===== config.mk =====
export PLATFORM = sky130hd
export DESIGN_NAME = riscv_v_dispatch_queue_flat
export DESIGN_NICKNAME = d
export VERILOG_FILES = /design/src/rtl/riscv_v_dispatch_queue_pkg.sv /design/src/rtl/riscv_v_dispatch_queue_if.sv /design/src/rtl/riscv_v_dq_mem.sv /design/src/rtl/riscv_v_dispatch_queue.sv /design/src/flat_wrapper.sv
export SDC_FILE = /design/constraint.sdc
export NUM_CORES = 1
export LEC_CHECK = 0
export BUFFER_PORTS_ARGS = -buffer_cell sky130_fd_sc_hd__buf_2
export CAP_MARGIN = 20
export CORE_ASPECT_RATIO = 1.1
export CORE_MARGIN = 2
export CORE_UTILIZATION = 40
export CTS_CLUSTER_DIAMETER = 120
export DETAILED_ROUTE_END_ITERATION = 12
export PLACE_DENSITY_LB_ADDON = 0.2
export SYNTH_ARGS = -nofsm -noshare
export SYNTH_HDL_FRONTEND = slang
export SYNTH_SLANG_ARGS = --single-unit

===== constraint.sdc =====
create_clock -name clk -period 5.3 [get_ports clk]
set_clock_uncertainty 0.1 [all_clocks]
set_input_delay 0.795 -clock clk [delete_from_list [all_inputs] [get_ports clk]]
set_output_delay 0.795 -clock clk [all_outputs]
set_load 0.005 [all_outputs]

===== src/rtl/riscv_v_dispatch_queue_pkg.sv =====
// Shared types and constants for the scalar-to-vector dispatch queue.
package riscv_v_dispatch_queue_pkg;

  localparam int unsigned RISCV_V_XLEN   = 32;
  localparam int unsigned RISCV_V_INST_W = 32;

  localparam int unsigned RISCV_V_EXT_WR_VSSTATUS = 0;
  localparam int unsigned RISCV_V_EXT_WR_VTYPE    = 1;
  localparam int unsigned RISCV_V_EXT_WR_VL       = 2;
  localparam int unsigned RISCV_V_EXT_WR_VSTART   = 3;
  localparam int unsigned RISCV_V_EXT_WR_VXRM     = 4;
  localparam int unsigned RISCV_V_EXT_WR_VXSAT    = 5;
  localparam int unsigned RISCV_V_CSR_W = RISCV_V_EXT_WR_VXSAT + 1;

  typedef logic [RISCV_V_EXT_WR_VXSAT:RISCV_V_EXT_WR_VSSTATUS] riscv_v_ext_wr_t;

  typedef struct packed {
    logic [RISCV_V_INST_W-1:0] instruction;
    logic [RISCV_V_XLEN-1:0]   rs1_data;
    logic [RISCV_V_XLEN-1:0]   ext_data;
    riscv_v_ext_wr_t           ext_wr;
    logic                      pending;
  } riscv_v_dq_entry_t;

endpackage


===== src/rtl/riscv_v_dispatch_queue_if.sv =====
// Issue/return bus between the dispatch queue (master) and the vector unit (slave).
interface riscv_v_dispatch_queue_if
  import riscv_v_dispatch_queue_pkg::*;
#(
  parameter int unsigned XLEN   = RISCV_V_XLEN,
  parameter int unsigned INST_W = RISCV_V_INST_W,
  parameter int unsigned CSR_W  = RISCV_V_CSR_W
) ();

  logic              vu_valid;
  logic              vu_ready;
  logic [INST_W-1:0] vu_instruction;
  logic [XLEN-1:0]   vu_rs1_data;
  logic [XLEN-1:0]   vu_ext_data;
  logic [CSR_W-1:0]  vu_ext_wr;
  logic              vu_ret_valid;
  logic [XLEN-1:0]   vu_ret_data;

  modport master (
    output vu_valid, vu_instruction, vu_rs1_data, vu_ext_data, vu_ext_wr,
    input  vu_ready, vu_ret_valid, vu_ret_data
  );

  modport slave (
    input  vu_valid, vu_instruction, vu_rs1_data, vu_ext_data, vu_ext_wr,
    output vu_ready, vu_ret_valid, vu_ret_data
  );

endinterface


===== src/rtl/riscv_v_dq_mem.sv =====
// Entry storage: full-entry allocation write, EXE operand back-fill write, head read.
module riscv_v_dq_mem
  import riscv_v_dispatch_queue_pkg::*;
#(
  parameter int unsigned DEPTH = 4
) (
  input  logic                       clk,
  input  logic                       rst,
  input  logic                       clear,
  input  logic                       alloc_en,
  input  logic [$clog2(DEPTH)-1:0]   alloc_ptr,
  input  riscv_v_dq_entry_t          alloc_entry,
  input  logic                       cap_en,
  input  logic [$clog2(DEPTH)-1:0]   cap_ptr,
  input  logic [RISCV_V_XLEN-1:0]    cap_data,
  input  logic                       pop_en,
  input  logic [$clog2(DEPTH)-1:0]   rd_ptr,
  output riscv_v_dq_entry_t          rd_entry,
  output logic                       rd_valid
);

  riscv_v_dq_entry_t mem [DEPTH];
  logic [DEPTH-1:0]  valid;

  always_ff @(posedge clk or negedge rst) begin
    if (!rst) begin
      valid <= '0;
      for (int unsigned i = 0; i < DEPTH; i++) mem[i] <= '0;
    end else if (clear) begin
      valid <= '0;
      for (int unsigned i = 0; i < DEPTH; i++) mem[i].pending <= 1'b0;
    end else begin
      // Allocation never targets the head while it is poppable, so the pop
      // clear and the allocation set cannot collide on one index.
      if (pop_en) valid[rd_ptr] <= 1'b0;
      if (alloc_en) begin
        mem[alloc_ptr]   <= alloc_entry;
        valid[alloc_ptr] <= 1'b1;
      end
      if (cap_en) begin
        mem[cap_ptr].ext_data <= cap_data;
        mem[cap_ptr].pending  <= 1'b0;
      end
    end
  end

  assign rd_entry = mem[rd_ptr];
  assign rd_valid = valid[rd_ptr];

endmodule


===== src/rtl/riscv_v_dispatch_queue.sv =====
// In-order dispatch queue decoupling the scalar ID/EXE stages from the vector unit,
// with a registered scalar writeback path back to the integer register file.
module riscv_v_dispatch_queue
  import riscv_v_dispatch_queue_pkg::*;
#(
  parameter int unsigned DEPTH  = 4,
  parameter int unsigned XLEN   = RISCV_V_XLEN,
  parameter int unsigned INST_W = RISCV_V_INST_W,
  parameter int unsigned CSR_W  = RISCV_V_CSR_W
) (
  input  logic                       clk,
  input  logic                       rst,
  input  logic                       clear_pipe,
  input  logic                       riscv_stall,
  input  logic                       id_valid,
  input  logic [INST_W-1:0]          instruction_id,
  input  logic [XLEN-1:0]            int_rf_rd_data_id,
  input  logic [CSR_W-1:0]           ext_wr_id,
  input  logic [XLEN-1:0]            ext_data_in_exe,
  output logic                       riscv_v_stall,
  output logic [$clog2(DEPTH+1)-1:0] count,
  riscv_v_dispatch_queue_if.master   vu,
  output logic                       int_rf_wr_en_wb,
  output logic [XLEN-1:0]            int_rf_wr_data_wb
);

  localparam int unsigned PTR_W = $clog2(DEPTH);
  localparam int unsigned CNT_W = $clog2(DEPTH + 1);

  logic [PTR_W-1:0]  wr_ptr, rd_ptr, exe_capture_ptr;
  logic              exe_capture_valid;
  logic              full, alloc, capture, pop;
  logic              head_valid;
  riscv_v_dq_entry_t alloc_entry, head;

  assign full          = (count == CNT_W'(DEPTH));
  assign riscv_v_stall = full;

  // Full is judged on the registered count: a same-cycle pop does not open a slot.
  assign alloc   = id_valid & ~riscv_stall & ~clear_pipe & ~full;
  assign capture = exe_capture_valid & ~riscv_stall & ~clear_pipe;
  assign pop     = vu.vu_valid & vu.vu_ready;

  always_comb begin
    alloc_entry             = '0;
    alloc_entry.instruction = instruction_id;
    alloc_entry.rs1_data    = int_rf_rd_data_id;
    alloc_entry.ext_wr      = ext_wr_id;
    alloc_entry.pending     = 1'b1;
  end

  riscv_v_dq_mem #(.DEPTH(DEPTH)) u_mem (
    .clk         (clk),
    .rst         (rst),
    .clear       (clear_pipe),
    .alloc_en    (alloc),
    .alloc_ptr   (wr_ptr),
    .alloc_entry (alloc_entry),
    .cap_en      (capture),
    .cap_ptr     (exe_capture_ptr),
    .cap_data    (ext_data_in_exe),
    .pop_en      (pop),
    .rd_ptr      (rd_ptr),
    .rd_entry    (head),
    .rd_valid    (head_valid)
  );

  assign vu.vu_valid       = (count != '0) & head_valid & ~head.pending;
  assign vu.vu_instruction = head.instruction;
  assign vu.vu_rs1_data    = head.rs1_data;
  assign vu.vu_ext_data    = head.ext_data;
  assign vu.vu_ext_wr      = head.ext_wr;

  always_ff @(posedge clk or negedge rst) begin
    if (!rst) begin
      wr_ptr            <= '0;
      rd_ptr            <= '0;
      count             <= '0;
      exe_capture_ptr   <= '0;
      exe_capture_valid <= 1'b0;
    end else if (clear_pipe) begin
      wr_ptr            <= '0;
      rd_ptr            <= '0;
      count             <= '0;
      exe_capture_valid <= 1'b0;
    end else begin
      if (alloc) begin
        wr_ptr            <= wr_ptr + PTR_W'(1);
        exe_capture_ptr   <= wr_ptr;
        exe_capture_valid <= 1'b1;
      end else if (capture) begin
        exe_capture_valid <= 1'b0;
      end
      if (pop) rd_ptr <= rd_ptr + PTR_W'(1);
      unique case ({alloc, pop})
        2'b10:   count <= count + CNT_W'(1);
        2'b01:   count <= count - CNT_W'(1);
        default: ;
      endcase
    end
  end

  // Writeback commits results of already-issued instructions regardless of flush/stall.
  always_ff @(posedge clk or negedge rst) begin
    if (!rst) begin
      int_rf_wr_en_wb   <= 1'b0;
      int_rf_wr_data_wb <= '0;
    end else begin
      int_rf_wr_en_wb <= vu.vu_ret_valid;
      if (vu.vu_ret_valid) int_rf_wr_data_wb <= vu.vu_ret_data;
    end
  end

endmodule


===== src/flat_wrapper.sv =====
// flat-port wrapper written by rule: the top's interface ports become plain ports
module riscv_v_dispatch_queue_flat import riscv_v_dispatch_queue_pkg::*;
#(
  parameter int unsigned DEPTH  = 4,
  parameter int unsigned XLEN   = RISCV_V_XLEN,
  parameter int unsigned INST_W = RISCV_V_INST_W,
  parameter int unsigned CSR_W  = RISCV_V_CSR_W
)
  (clk, rst, clear_pipe, riscv_stall, id_valid, instruction_id, int_rf_rd_data_id, ext_wr_id, ext_data_in_exe, riscv_v_stall, count, int_rf_wr_en_wb, int_rf_wr_data_wb, vu_vu_valid, vu_vu_instruction, vu_vu_rs1_data, vu_vu_ext_data, vu_vu_ext_wr, vu_vu_ready, vu_vu_ret_valid, vu_vu_ret_data);
  riscv_v_dispatch_queue_if #(.XLEN(XLEN), .INST_W(INST_W), .CSR_W(CSR_W)) vu_i ();
  input  logic clk;
  input  logic rst;
  input  logic clear_pipe;
  input  logic riscv_stall;
  input  logic id_valid;
  input  logic [INST_W-1:0] instruction_id;
  input  logic [XLEN-1:0] int_rf_rd_data_id;
  input  logic [CSR_W-1:0] ext_wr_id;
  input  logic [XLEN-1:0] ext_data_in_exe;
  output logic riscv_v_stall;
  output logic [$clog2(DEPTH+1)-1:0] count;
  output logic int_rf_wr_en_wb;
  output logic [XLEN-1:0] int_rf_wr_data_wb;
  output wire logic [$bits(vu_i.vu_valid)-1:0] vu_vu_valid;
  output wire logic [$bits(vu_i.vu_instruction)-1:0] vu_vu_instruction;
  output wire logic [$bits(vu_i.vu_rs1_data)-1:0] vu_vu_rs1_data;
  output wire logic [$bits(vu_i.vu_ext_data)-1:0] vu_vu_ext_data;
  output wire logic [$bits(vu_i.vu_ext_wr)-1:0] vu_vu_ext_wr;
  input wire logic [$bits(vu_i.vu_ready)-1:0] vu_vu_ready;
  input wire logic [$bits(vu_i.vu_ret_valid)-1:0] vu_vu_ret_valid;
  input wire logic [$bits(vu_i.vu_ret_data)-1:0] vu_vu_ret_data;
  assign vu_vu_valid = vu_i.vu_valid;
  assign vu_vu_instruction = vu_i.vu_instruction;
  assign vu_vu_rs1_data = vu_i.vu_rs1_data;
  assign vu_vu_ext_data = vu_i.vu_ext_data;
  assign vu_vu_ext_wr = vu_i.vu_ext_wr;
  assign vu_i.vu_ready = vu_vu_ready;
  assign vu_i.vu_ret_valid = vu_vu_ret_valid;
  assign vu_i.vu_ret_data = vu_vu_ret_data;
  riscv_v_dispatch_queue #(.DEPTH(DEPTH), .XLEN(XLEN), .INST_W(INST_W), .CSR_W(CSR_W)) u_core (.clk(clk), .rst(rst), .clear_pipe(clear_pipe), .riscv_stall(riscv_stall), .id_valid(id_valid), .instruction_id(instruction_id), .int_rf_rd_data_id(int_rf_rd_data_id), .ext_wr_id(ext_wr_id), .ext_data_in_exe(ext_data_in_exe), .riscv_v_stall(riscv_v_stall), .count(count), .vu(vu_i), .int_rf_wr_en_wb(int_rf_wr_en_wb), .int_rf_wr_data_wb(int_rf_wr_data_wb));
endmodule

==> After elaboration in Yosys (flattened, before gate mapping) <==
Index checks and enable logic that the tools add are counted.
{ "totals": {"reg_bits": 459, "latchBits": 0, "ram_bits": 0, "mem_bits_ro": 0, "wordCells": 110, "mem_count": 0} }
{ "op_classes": {"n_addsub": 4, "n_mul": 0, "div": 0, "n_lt_le_gt_ge": 9, "eq_ne": 3, "n_shift": 0, "muxes": 38, "n_bitwise": 18, "n_reduce_logical": 10} }
{ "ops": {"columns": ["op", "n"], "rows": [
  ["412-bit bitwise mux", 3],
  ["412-bit 2-to-1 mux", 3],
  ["103-bit demux with 2-bit select", 3],
  ["103-bit 2-to-1 mux", 3],
  ["103-bit binary-select mux with 2-bit select", 1],
  ["39-bit 2-to-1 mux", 1],
  ["4-bit 2-to-1 mux", 4],
  ["1-bit 2-to-1 mux", 11],
  ["3-bit >= comparator (second input constant)", 3],
  ["2-bit inverter with 3-bit output", 3],
  ["3-bit nonzero test", 3],
  ["1-bit AND", 8],
  ["2-bit 2-to-1 mux", 4],
  ["2-bit by 3-bit less-than comparator with 1-bit output (second input constant)", 2],
  ["3-bit by 1-bit less-than comparator with 1-bit output (second input constant)", 2],
  ["3-bit case mux with 2 select lines", 1],
  ["2-bit by 1-bit adder with 2-bit output (second input constant)", 2],
  ["4-bit AND", 1],
  ["1-bit demux with 2-bit select", 2],
  ["2-bit by 1-bit >= comparator with 1-bit output (second input constant)", 2],
  ["1-bit logical AND", 4],
  ["1-bit inverter", 4],
  ["4-bit inverter", 1],
  ["4-bit OR", 1],
  ["9 further kinds", 10]
]} }

==> Logic depth before layout (Yosys ltp) <==
{ "logic_depth": {"word_depth": 12, "mapped_depth": 11} }

==> Modules after synthesis <==
A second synthesis with hierarchy kept.
{ "unflattened": {"hier_cells": 1537, "area_unflattened_um2": 22029.9} }
{ "modules_own_cells": {"columns": ["module", "n_inst", "cells_each", "area_each_um2", "seq_area_each_um2"], "rows": [
  ["riscv_v_dq_mem", 1, 1414, 20251.9, 10410.0],
  ["riscv_v_dispatch_queue", 1, 123, 1778.0, 1076.0]
]} }

==> Least setup slack after synthesis <==
OpenSTA, ideal clock, no wires.
{ "synth_path": {"kind": "input to register", "startpoint": "in clear_pipe", "endpoint": "reg u_core.count[1]", "setup_time_ns": 0.116, "arrival_ns": 2.717, "t_required_ns": 5.084, "slack_ns": 2.367, "path_stages": 11, "path_buffers": 3, "path_cell_list": "or3b_1 -> buf_2 -> nor2_4 -> buf_6 -> buf_2 -> nor2_1 -> fa_1 -> nand2b_1 -> nor3_1 -> o22ai_1 -> o311ai_0"} }
{ "synth_via": {"elab_chain_cells": 6, "word_cells_on_any_way": 8} }
{ "synth_rtl": {"columns": ["item", "line", "text"], "rows": [
  ["start: declaration", "flat_wrapper.sv:13", "input logic clear_pipe;"],
  ["1-bit inverter", "riscv_v_dispatch_queue.sv:40", "assign alloc = id_valid & ~riscv_stall & ~clear_pipe & ~full;"],
  ["1-bit AND (2 in a row)", "riscv_v_dispatch_queue.sv:40", null],
  ["2-bit by 1-bit equality test with 1-bit output / 2-bit equality test (equally long branches)", "riscv_v_dispatch_queue.sv:95", "unique case ({alloc, pop})"],
  ["3-bit case mux with 2 select lines", "riscv_v_dispatch_queue.sv:95", null],
  ["3-bit 2-to-1 mux", "riscv_v_dispatch_queue.sv:81", "end else if (clear_pipe) begin"],
  ["end signal: assignment", "riscv_v_dispatch_queue.sv:96", "2'b10: count <= count + CNT_W'(1);"],
  ["end signal: assignment", "riscv_v_dispatch_queue.sv:97", "2'b01: count <= count - CNT_W'(1);"],
  ["end: declaration", "riscv_v_dispatch_queue.sv:21", "output logic [$clog2(DEPTH+1)-1:0] count,"]
]} }
Parallel ways exist; a longest one is shown, timed or not.
A chain may end at the register's enable or synchronous reset.

==> Worst setup path in the final report <==
{ "layout_path": {"startpoint": "reg u_core.rd_ptr[0]", "endpoint": "out vu_vu_rs1_data[9]"} }
{ "layout_via": {"elab_chain_cells": 4} }
{ "layout_rtl": {"columns": ["item", "line", "text"], "rows": [
  ["start: declaration", "riscv_v_dispatch_queue.sv:30", "logic [PTR_W-1:0] wr_ptr, rd_ptr, exe_capture_ptr;"],
  ["start signal: assignment", "riscv_v_dispatch_queue.sv:94", "if (pop) rd_ptr <= rd_ptr + PTR_W'(1);"],
  ["2-bit inverter with 3-bit output (not written as such)", "riscv_v_dq_mem.sv:47", "assign rd_entry = mem[rd_ptr];"],
  ["103-bit binary-select mux with 2-bit select", "riscv_v_dq_mem.sv:47", null],
  ["103-bit 2-to-1 mux (not written as such) (2 in a row)", "riscv_v_dq_mem.sv:47", null],
  ["end: declaration", "flat_wrapper.sv:26", "output wire logic [$bits(vu_i.vu_rs1_data)-1:0] vu_vu_rs1_data;"]
]} }
Every way passes these cells. The select of a mux whose other input is x is not followed.

==> impl_metrics.tcl <==
set metrics [dict create \
    status "complete, no violations" \
    clockBufferDepth 3 \
    path_clk_slew_ns 0.06 \
    synthXorXnorAreaFrac_pct 0 \
    crit_family "flip-flops" \
    rows 85 \
    end_kind "output pin" \
    routed_wl_um 47500 \
    cts_sinks 459 \
    cts_root_buffer "clkbuf_16" \
    synth_seq_cells 459 \
    fill_cells 4248 \
    r2r_slack_ns 1.97 \
    cp_max_fo 70 \
    final_cell_mix "dfrtp_1 (457), mux2_2 (312), buf_2 (279), a22o_1 (128), mux4_2 (104)" \
    fin_ws_ns 1.42 \
    ios 281 \
    core_area_sq_um 49000 \
    synth_area_sq_um 19800 \
    layout.nets 1607 \
    io_buffers 280 \
    r2r-end "u_core.count[1]$_DFFE_PN0P_" \
    first_pass_iters 4 \
    dp_worst_setup_slack_ns 1.45 \
    grt_start_max_net_pins 130 \
    leakage_uw 0.0110 \
    maxCapViolCount 0 \
    wl_per_cell_um 22.0 \
    place_hpwl_um 28400 \
    rsz0062_at_grt "no" \
    vias 11700 \
    vdd_drop_max_v 0.000242 \
    hp-class "primary input to asynchronous set/reset pin" \
    cp.required_ns 4.41 \
    avgSynthCellArea_sq_um 16.6 \
    fp.dieH_um 238 \
    antenna_found_initial 11 \
    drive_above_1_share_pct 53.7 \
    crit_end "vu_vu_rs1_data[9]" \
    hold_violations 0 \
    busiest_layer "met2" \
    cts_resized 0 \
    drv_slew 0 \
    cp-start-kind "register" \
    layout_commonest_cell "dfrtp_1" \
    synth_nets 1346 \
    use_met2_pct 31.1 \
    cts_max_level 2 \
    achievable-frequency_ghz 0.258 \
    fin_crit_sh_pct 73.2 \
    drc 0 \
    yosys_warnings 0 \
    path_depth 3 \
    cts_buffers 49 \
    ys_types 35 \
    gr-usage-met3_pct 4.27 \
    synthCells 1196 \
    rr_worst_depth 9 \
    cts_tree "yes" \
    worstPathCellList "buf_12, mux4_2, buf_2" \
    critPathArrivalTime_ns 2.98 \
    ys_seq_area_share_pct 57.9 \
    die_width_um 216 \
    r2r-start "u_core.rd_ptr[0]$_DFFE_PN0P_" \
    synth-compound-area-share_pct 6.82 \
    gp_congestion 0.743 \
    crit_slowest_cell "dfrtp_4" \
    cp.buffers_inverters 2 \
    tightest_slew_ns 1.12 \
    slowest_delay_ns 0.97 \
    p_per_area_nw_per_um2 398 \
    area_growth_syn_to_layout_pct 17.9 \
    vias_per_cell 5.42 \
    clk_latency_ns 0.60 \
    synth_fa_ha_area_share_pct 0.605 \
    grt_usage_pct 18.8 \
    post-cts-setup-buffers 0 \
    hold_buffers 0 \
    die_area_sq_um 51400 \
    startpoint "u_core.rd_ptr[0]$_DFFE_PN0P_" \
    fin_setup_tns_ns 0 \
    start_util_pct 40.5 \
    setup_viol 0 \
    synthSimpleGateAreaFrac_pct 1.85 \
    grt_pass1_vias 12600 \
    synth_top_family_by_area "multiplexers" \
    use_met1_pct 24.9 \
    synthMuxAreaShare_pct 29.5 \
    overflow 0 \
    relSlewSlack_pct 24.9 \
    drtIter0Drc 799 \
    fin_crit_ns 3.88 \
    grt_pass1_wl_um 75300 \
    ant_nets 0 \
    path_class "register to output pin" \
]
worst min path at each step:
stage	slack [ns]	start	cells after the start	to
3_3_place_gp	0.38	u_core.u_mem.mem[124]$_DFFE_PN0N_	1	u_core.u_mem.mem[124]$_DFFE_PN0N_
4_1_cts	0.21	rst	1	u_core.u_mem.mem[328]$_DFFE_PN0N_
5_1_grt	0.26	rst	1	u_core.u_mem.mem[328]$_DFFE_PN0N_
6_report	0.17	rst	1	u_core.u_mem.mem[328]$_DFFE_PN0N_
2_1_floorplan	0.36	u_core.u_mem.mem[132]$_DFFE_PN0N_	1	u_core.u_mem.mem[132]$_DFFE_PN0N_
3_5_place_dp	0.38	u_core.u_mem.mem[131]$_DFFE_PN0N_	1	u_core.u_mem.mem[131]$_DFFE_PN0N_
metal layers:
layer	routed length, um	vias to the layer above	share of wire, %
met5	62	-	0.13
met4	1070	10	2.2
met3	2480	73	5.2
met2	23800	244	50
met1	20100	6263	42
li1	-	5096	-
cells by family after synthesis:
logic type               Yosys count
flip-flops                       459
buffers and inverters             99
adder cells (fa/ha/maj)            9
multiplexers                     416
AO/OA/AOI/OAI                    157
AND/OR/NAND/NOR                   56
synthesized netlist by cell type:
| cell type | count | share of area (%) |
|---|---|---|
| dfrtp_1 | 459 | 58 |
| mux2_2 | 312 | 18 |
| a22o_1 | 128 | 5.6 |
| mux4_2 | 104 | 12 |
| buf_6 | 29 | 1.6 |
| buf_2 | 25 | 0.63 |
| clkbuf_1 | 18 | 0.34 |
| buf_4 | 12 | 0.45 |
| inv_1 | 11 | 0.21 |
| nand2_1 | 9 | 0.17 |
| ha_1 | 8 | 0.50 |
| nor3_1 | 8 | 0.20 |
| a21oi_1 | 7 | 0.18 |
| nand2b_1 | 7 | 0.22 |
| nor2b_1 | 5 | 0.16 |
| nor3b_1 | 5 | 0.19 |
| a21oi_4 | 4 | 0.33 |
| a311o_1 | 4 | 0.20 |
| buf_1 | 4 | 0.076 |
| nand2_2 | 4 | 0.13 |
| nand3_1 | 4 | 0.10 |
| nor3_4 | 4 | 0.33 |
| o21ai_0 | 4 | 0.10 |
| o22ai_1 | 4 | 0.13 |
| nor2_1 | 3 | 0.057 |
| o311ai_0 | 3 | 0.13 |
| or3b_1 | 3 | 0.13 |
| a21o_1 | 1 | 0.038 |
| a31oi_1 | 1 | 0.032 |
| fa_1 | 1 | 0.10 |
| nand4_1 | 1 | 0.032 |
| nor2_4 | 1 | 0.057 |
| nor4b_1 | 1 | 0.044 |
| o31ai_1 | 1 | 0.038 |
| or2_2 | 1 | 0.032 |
worst register-to-register path, delay by kind of cell (launching register included):
kind | cells | cell delay (ns)
AO/OA/AOI/OAI | 2 | 0.20
adder cells (fa/ha/maj) | 1 | 0.51
multiplexers | 1 | 0.64
buffers and inverters | 1 | 0.29
AND/OR/NAND/NOR | 4 | 0.49
flip-flops | 1 | 0.97
per-stage QoR:
step	util, %	hold WS (ns)	std cells	instance area [sq um]	power (uW)
floorplan	-	0.361	1196	19800	5200
global placement	44.2	0.378	2056	21600	5750
detailed placement	44.2	0.377	2056	21600	5810
CTS	47.6	0.213	2146	23300	9440
global route	47.7	0.258	2154	23400	9760
finish	47.7	0.166	2155	23400	9310
area by class of cell:
class,count,area (sq um),area share [%]
Antenna cell,7,17.5,0.0749
Sequential cell,459,11500,49.1
Inverter,11,41.3,0.177
Tap cell,652,816,3.49
Multi-Input combinational cell,638,7720,33.0
Clock inverter,19,303,1.29
Clock buffer,71,1370,5.85
Timing Repair Buffer,298,1640,7.00
power breakdown:
| part | total (uW) | switching [uW] | internal [uW] |
|---|---|---|---|
| combinational | 1360 | 530 | 831 |
| clock | 3580 | 1440 | 2140 |
| sequential | 4370 | 287 | 4090 |
| total | 9310 | 2250 | 7060 |
No activity file was read; power rests on OpenSTA's default activity.
